==> src/rtl/approx_seg_adder_pkg.sv <==
// Shared types and constants for the segmented approximate adder.
package approx_seg_adder_pkg;

  typedef enum logic [1:0] {
    IDLE = 2'd0,
    EVAL = 2'd1,
    CORR = 2'd2,
    DONE = 2'd3
  } state_t;

  localparam logic MODE_APPROX = 1'b0;
  localparam logic MODE_EXACT  = 1'b1;

endpackage

==> src/rtl/approx_seg_adder_seg_add.sv <==
// One SEG-bit segment of the adder chain: a + b + cin with carry-out.
module seg_add #(
  parameter int unsigned SEG = 8
) (
  input  logic [SEG-1:0] a,
  input  logic [SEG-1:0] b,
  input  logic           cin,
  output logic [SEG-1:0] sum,
  output logic           cout
);

  logic [SEG:0] full;

  assign full = {1'b0, a} + {1'b0, b} + (SEG+1)'(cin);
  assign sum  = full[SEG-1:0];
  assign cout = full[SEG];

endmodule

==> src/rtl/approx_seg_adder.sv <==
// Segmented adder with speculative inter-segment carries, error detection
// and an optional correction pass that reuses the same segment chain.
module approx_seg_adder
  import approx_seg_adder_pkg::*;
#(
  parameter int unsigned WIDTH = 16,
  parameter int unsigned SEG   = 8,
  parameter int unsigned CNT_W = 16
) (
  input  logic             clk,
  input  logic             rst,
  input  logic             in_valid,
  output logic             in_ready,
  input  logic [WIDTH-1:0] a,
  input  logic [WIDTH-1:0] b,
  input  logic             mode,
  output logic             out_valid,
  input  logic             out_ready,
  output logic [WIDTH:0]   sum,
  output logic             err,
  output logic             corr,
  output logic [CNT_W-1:0] err_cnt
);

  localparam int unsigned NSEG = WIDTH / SEG;

  state_t           state_q, state_d;
  logic [WIDTH-1:0] a_q, b_q;
  logic             mode_q;
  logic [WIDTH-1:0] seg_sum;
  logic [NSEG-1:0]  mism;
  logic             top_cout;
  logic             err_c;
  logic             load_c;
  logic             inc_c;

  // In EVAL each segment takes the speculative carry; in CORR the same chain
  // ripples the true carries, giving the exact sum. The first segment whose
  // speculative carry-in disagrees with its neighbour's carry-out is exactly
  // the first wrong speculation, so OR-ing those disagreements yields err.
  for (genvar i = 0; i < NSEG; i++) begin : gen_seg
    logic           cin;
    logic           cout;
    logic [SEG-1:0] s;

    if (i == 0) begin : g_first
      assign cin     = 1'b0;
      assign mism[i] = 1'b0;
    end else begin : g_rest
      logic spec;
      assign spec    = a_q[i*SEG-1] & b_q[i*SEG-1];
      assign cin     = (state_q == CORR) ? gen_seg[i-1].cout : spec;
      assign mism[i] = spec ^ gen_seg[i-1].cout;
    end

    seg_add #(.SEG(SEG)) u_seg (
      .a    (a_q[i*SEG +: SEG]),
      .b    (b_q[i*SEG +: SEG]),
      .cin  (cin),
      .sum  (s),
      .cout (cout)
    );

    assign seg_sum[i*SEG +: SEG] = s;
  end

  assign top_cout = gen_seg[NSEG-1].cout;
  assign err_c    = |mism;

  // Next-state and load/increment strobes
  always_comb begin
    state_d = state_q;
    load_c  = 1'b0;
    inc_c   = 1'b0;
    case (state_q)
      IDLE: begin
        if (in_valid) state_d = EVAL;
      end
      EVAL: begin
        inc_c = err_c;
        if (mode_q == MODE_EXACT && err_c) begin
          state_d = CORR;
        end else begin
          state_d = DONE;
          load_c  = 1'b1;
        end
      end
      CORR: begin
        state_d = DONE;
        load_c  = 1'b1;
      end
      DONE: begin
        if (out_ready) state_d = IDLE;
      end
      default: state_d = IDLE;
    endcase
  end

  // State, operand capture and registered outputs
  always_ff @(posedge clk or posedge rst) begin
    if (rst) begin
      state_q   <= IDLE;
      in_ready  <= 1'b1;
      out_valid <= 1'b0;
      a_q       <= '0;
      b_q       <= '0;
      mode_q    <= MODE_APPROX;
      sum       <= '0;
      err       <= 1'b0;
      corr      <= 1'b0;
      err_cnt   <= '0;
    end else begin
      state_q   <= state_d;
      in_ready  <= (state_d == IDLE);
      out_valid <= (state_d == DONE);
      if (state_q == IDLE && in_valid) begin
        a_q    <= a;
        b_q    <= b;
        mode_q <= mode;
      end
      if (load_c) begin
        sum  <= {top_cout, seg_sum};
        err  <= (state_q == CORR) | err_c;
        corr <= (state_q == CORR);
      end
      if (inc_c && err_cnt != {CNT_W{1'b1}}) begin
        err_cnt <= err_cnt + CNT_W'(1);
      end
    end
  end

endmodule
==> config.mk <==
export PLATFORM = sky130hd
export DESIGN_NAME = approx_seg_adder
export DESIGN_NICKNAME = d
export VERILOG_FILES = /design/src/rtl/approx_seg_adder_pkg.sv /design/src/rtl/approx_seg_adder_seg_add.sv /design/src/rtl/approx_seg_adder.sv
export SDC_FILE = /design/constraint.sdc
export NUM_CORES = 1
export LEC_CHECK = 0
export BUFFER_PORTS_ARGS = -buffer_cell sky130_fd_sc_hd__buf_2
export CAP_MARGIN = 20
export CORE_ASPECT_RATIO = 0.5
export CORE_MARGIN = 4
export CORE_UTILIZATION = 50
export CTS_CLUSTER_SIZE = 16
export DETAILED_ROUTE_END_ITERATION = 8
export HOLD_SLACK_MARGIN = 0.1
export MAX_ROUTING_LAYER = met4
export PLACE_DENSITY_LB_ADDON = 0.25
export RECOVER_POWER = 25
export SETUP_SLACK_MARGIN = 0.02
export SYNTH_ARGS = -nofsm -noshare
export SYNTH_HDL_FRONTEND = slang
export SYNTH_SLANG_ARGS = --single-unit
==> constraint.sdc <==
create_clock -name clk -period 3.4 [get_ports clk]
set_clock_uncertainty 0.2 [all_clocks]
set_input_delay 1.02 -clock clk [delete_from_list [all_inputs] [get_ports clk]]
set_output_delay 1.02 -clock clk [all_outputs]
set_load 0.005 [all_outputs]
# Word level (Yosys, flattened, before mapping)
# Index checks and enable logic that the tools add are counted.
[word_totals]
ff_bits = 72
in_bits = 37
wordCells = 35
[classes]
bitwise = 3
n_eq_ne = 5
n_reduce_logical = 5
add_sub_neg = 4
n_mux = 8
[op_table]
columns = ["cell", "count"]
rows = [
  ["$add 8x8->9", 2],
  ["$add 16x1->16 const B", 1],
  ["$ne 16x16->1 const B", 1],
  ["$add 9x1->9", 1],
  ["$pmux 2 s4", 1],
  ["$eq 2x2->1 const B", 3],
  ["$logic_not 2->1", 2],
  ["$mux 1", 4],
  ["$mux 2", 2],
  ["$logic_and 1x1->1", 3],
  ["$eq 2x1->1 const B", 1],
  ["$pmux 1 s2", 1],
  ["$and 1x1->1", 1],
  ["$or 1x1->1", 1],
  ["$xor 1x1->1", 1],
]

# Depth between registers and ports, before layout
[logic_depth]
word_depth = 6
depth_mapped = 13

# By module
# From an unflattened synthesis, not the netlist that was laid out.
[unflattened]
hier_cells = 407
area_unflattened_um2 = 4231.6
[by_module_without_submodules]
columns = ["mod", "area_each_um2", "seq_area_each_um2", "cells_each", "instances"]
rows = [
  ["approx_seg_adder", 3568.4, 1803.0, 325, 1],
  ["seg_add at gen_seg[0].u_seg", 331.6, 0.0, 40, 1],
  ["seg_add at gen_seg[1].u_seg", 331.6, 0.0, 42, 1],
]

# Worst setup path after synthesis
# OpenSTA, ideal clock, no wires.
[synth_timing]
kind = "register to register"
from = "register a_q[0]"
to = "register sum[14]"
stages_incl_launch_ff = 14
arrival_ps = 3031
path_buffers = 0
synth_period_minus_slack_ps = 3323
slack_ps = 77
setup_ps = 92
path_cell_list = "dfrtp_1 ha_1 fa_1 a21o_1 a221oi_4 o21ai_0 a31oi_1 fa_1 fa_1 nand2b_1 a21oi_1 o21a_1 o21a_1 o31ai_2"
[synth_between]
elab_chain_len = 5
[synth_lines]
columns = ["item", "line_no", "source"]
rows = [
  ["start: declaration", "approx_seg_adder.sv:28", "logic [WIDTH-1:0] a_q, b_q;"],
  ["start signal: assignment", "approx_seg_adder.sv:105", "a_q <= '0;"],
  ["start signal: assignment", "approx_seg_adder.sv:117", "a_q <= a;"],
  ["$add 8x8->9 (*)", "approx_seg_adder_seg_add.sv:14", "assign full = {1'b0, a} + {1'b0, b} + (SEG+1)'(cin);"],
  ["branches (longest 4 deep; another with $add 9x1->9)", "--", ""],
  ["end signal: assignment", "approx_seg_adder.sv:122", "sum <= {top_cout, seg_sum};"],
  ["end: declaration", "approx_seg_adder.sv:19", "output logic [WIDTH:0] sum,"],
]
# Mark *: on every way between the ends.
# A chain may end at the register's enable or synchronous reset.

# Worst setup path after layout
# Ends and elaborated chain as after synthesis.

==> impl_metrics.toml <==
[place]
port_buffers = 73
hpwl_microns = 5420
dpl_cell_area_sq_mm = 0.00413
preCtsSetupSlack_ps = -7.84
gp_congestion = 0.833

[floorplan]
initial_core_util_pct = 53.1
coreArea_sq_mm = 0.00688
rows = 21
fp.dieW_microns = 129
die_h_microns = 68.5
dieArea_sq_mm = 0.00883
pin_count = 74

[setup_path]
rr_worst_depth = 13
crit_chain = "ha_2, fa_2, a21o_1, a221oi_4, o21ai_1, a31oi_1, fa_2, fa_2, nand2b_4, a21oi_2, o21a_1, o21a_1, o31ai_2"
crit_path_frequent_cell = "fa_2"
cp_num_buf_inv = 0
cp-end-kind = "flip-flop"
startpoint_type = "flip-flop"
r2r-start = "a_q[0]"
path_class = "reg -> reg"
crit_family = "compound AO/OA/AOI/OAI gates"
r2r_end = "sum[14]"
crit_fanout = 3
max_stage_delay_ps = 390
crit_start = "a_q[0]"
critical_path_arrival_ps = 3410
cpMaxStageDelayCell = "dfrtp_1"
cp.required_ps = 3450
r2r_slack_ps = 40

[yosys]
synth.distinct_cells = 47
synth_top_area_share_pct = 48.6
ys_ff_latch = 72
ys_warn_count = 0
syn_inst = 313
synth_area_leaders = "dfrtp_1, mux2_2, ha_1"
netlist_area_sq_mm = 0.00366
synth_nets = 374
yosys.area.top_type = "dfrtp_1"
synth-edff-count = 0
ys_async_sr_fraction_pct = 100
yosysSeqAreaShare_pct = 49.3
syn_avg_cell_area_sq_um = 11.7
synthFlopType = "dfrtp_1"

[layout]
regArea_sq_mm = 0.00180
final_core_util_pct = 65.7
nFillCells = 507
nets = 455
diodes = 0
multi_input_area_sq_mm = 0.00178
syn_to_final_growth_pct = 23.8
drive_gt1_share_pct = 38.3
finalInstanceArea_sq_mm = 0.00452

[power_and_ir_drop]
power.density_mw_per_mm2 = 1110
clockPowerShare_pct = 23.1
leakage_uw = 0.00216
sequentialPowerShare_pct = 29.2
p_int_uw = 3160
power_frac_comb_pct = 47.7
peakVddDrop_mv = 0.447
power.switching_uw = 1850
swShare_pct = 36.9
p_total_uw = 5010

[global_route]
grt_first_pass_wirelength_microns = 12500
grt_pass1_vias = 2621
antenna_found_initial = 0
grt_max_degree = 51
grt_overflow = 0
grt_usage_pct = 19.0

[routing]
num_vias = 2663
avgViaCountPerCell = 5.42
wl_per_cell_microns = 15.5
drtIter0Drc = 169
dr.pass1.iters = 6
wl_microns = 7600
drcViolationCount = 0
antenna_left = 0

[sta]
finalWorstSetupSlack_ps = 35.6
slew_viol_final = 0
fin_crit_ps = 3360
relSlewSlack_pct = 16.2
fmaxAchievable_mhz = 297
rsz0062_at_grt = "true"
hold_viol = 0
fin_crit_sh_pct = 99.0
setup_tns_ps = 0
tightest_slew_ps = 1260
final-setup-viol-count = 0

[cts]
cts_inserted_buffers = 9
cts_tree = "built"
ctsHoldBuffers = 0
cts.path.max_buffers = 2
cts_num_sinks = 72
cts.clk_slew.worst_paths_ps = 60
h-tree-depth = 3
clk_latency_ps = 340
cts-root-buf = "clkbuf_16"

[job]
max_cap_viol_count = 0

[worst_hold_path]
hp-class = "reg -> reg"
hold_end = "sum[6]"
hold_start = "sum[6]"
whs_path_depth = 2

[status]
status = "complete, no violations"
## flip-flops by register name, indices dropped and copies added (netlist names)
register and flops:
sum 17, corr 1, state_q 2, err_cnt 16
b_q 16, mode_q 1, a_q 16, out_valid 1
in_ready 1, err 1
## area by class of cell
cell class	instances	share of cell area, %
Clock buffer	9	4.98
Multi-Input combinational cell	220	39.4
Sequential cell	72	39.9
Tap cell	92	2.54
Timing Repair Buffer	79	9.02
Clock inverter	7	3.18
Inverter	12	0.996
## routing by layer
layer  share of wire [%]  wire (microns)  vias up  global-route usage (%)
met5                   0               0        -                       -
met4                 1.6             125        0                    6.94
met3                 5.0             378       13                    5.77
met2                  46            3500       61                    28.9
met1                  47            3590     1315                    24.3
li1                    -               -     1274                       -
## power by group through the flow
stage	clock network, uW	logic (uW)	registers (uW)
after global placement	0	2230	1440
after global routing	1210	2690	1510
after detailed placement	0	2280	1470
final	1160	2390	1460
after CTS	1180	2330	1460
after floorplan	0	1770	1420
## what timing repair did
action / 4_1_cts / 5_1_grt
pin swaps: 2 / 7
resized for setup: 2 / 6
setup buffers: 1 / 1
endpoints found under the setup margin: 2 / 3
## placed cells by master, fill, tap and decap left out, types with 3 or more instances in the layout
cell,count
inv_1,12
ha_1,20
buf_2,73
clkbuf_16,9
fa_2,3
nor2_1,14
nor2b_1,7
nand2_1,25
o31ai_2,5
a21oi_1,6
nand3_1,10
nor3_1,3
xor2_1,5
o21a_1,5
xnor2_1,16
o21ai_0,17
dfrtp_1,71
nand4_1,8
and3_1,5
buf_4,5
mux2_2,37
bufinv_16,4
## cells in the mapped netlist, types with 2 or more instances
cell type	number
dfrtp_1	71
mux2_2	37
nand2_1	25
ha_1	21
o21ai_0	18
xnor2_1	16
nor2_1	14
inv_1	12
nand3_1	10
nand4_1	8
a21oi_1	7
nor2b_1	7
and3_1	5
o21a_1	5
o31ai_2	5
xor2_1	5
buf_1	3
fa_1	3
nor3_1	3
a21boi_0	2
a21o_1	2
a31oi_1	2
and2_1	2
buf_2	2
buf_6	2
clkbuf_1	2
nand2b_1	2
nand4_2	2
nor4_1	2
## worst register-to-register path, delay by kind of cell, from the launching register on
family / cells / cell delay [ps]
AO/OA/AOI/OAI: 8 / 1500
flip-flops: 1 / 390
adder cells (fa/ha/maj): 4 / 1060
AND/OR/NAND/NOR: 1 / 120
## how the worst max path moves through the flow
stage,endpoint,slack [ps],cells past startpoint
2_1_floorplan,sum[14],80,13
3_3_place_gp,sum[14],110,13
3_5_place_dp,sum[14],-8,13
4_1_cts,sum[14],20,13
5_1_grt,sum[14],-120,13
6_report,sum[14],40,13
## kinds of logic (layout without fill, tap and decap cells)
logic type	count (synthesis)	after routing	synth area share, %
compound gates	52	52	10.5
xor+xnor	21	21	5.03
fa+ha+maj	24	24	8.83
buf+inv	21	107	2.64
flops	72	72	49.3
mux	38	38	11.7
simple gates	85	85	12.0
## per-stage QoR
stage               instances  hold slack [ps]
global placement          473              263
finish                    491              279
floorplan                 313              273
detailed placement        473              271
CTS                       490              283
global route              491              308
Note: power is estimated with default switching activity, not from simulation.
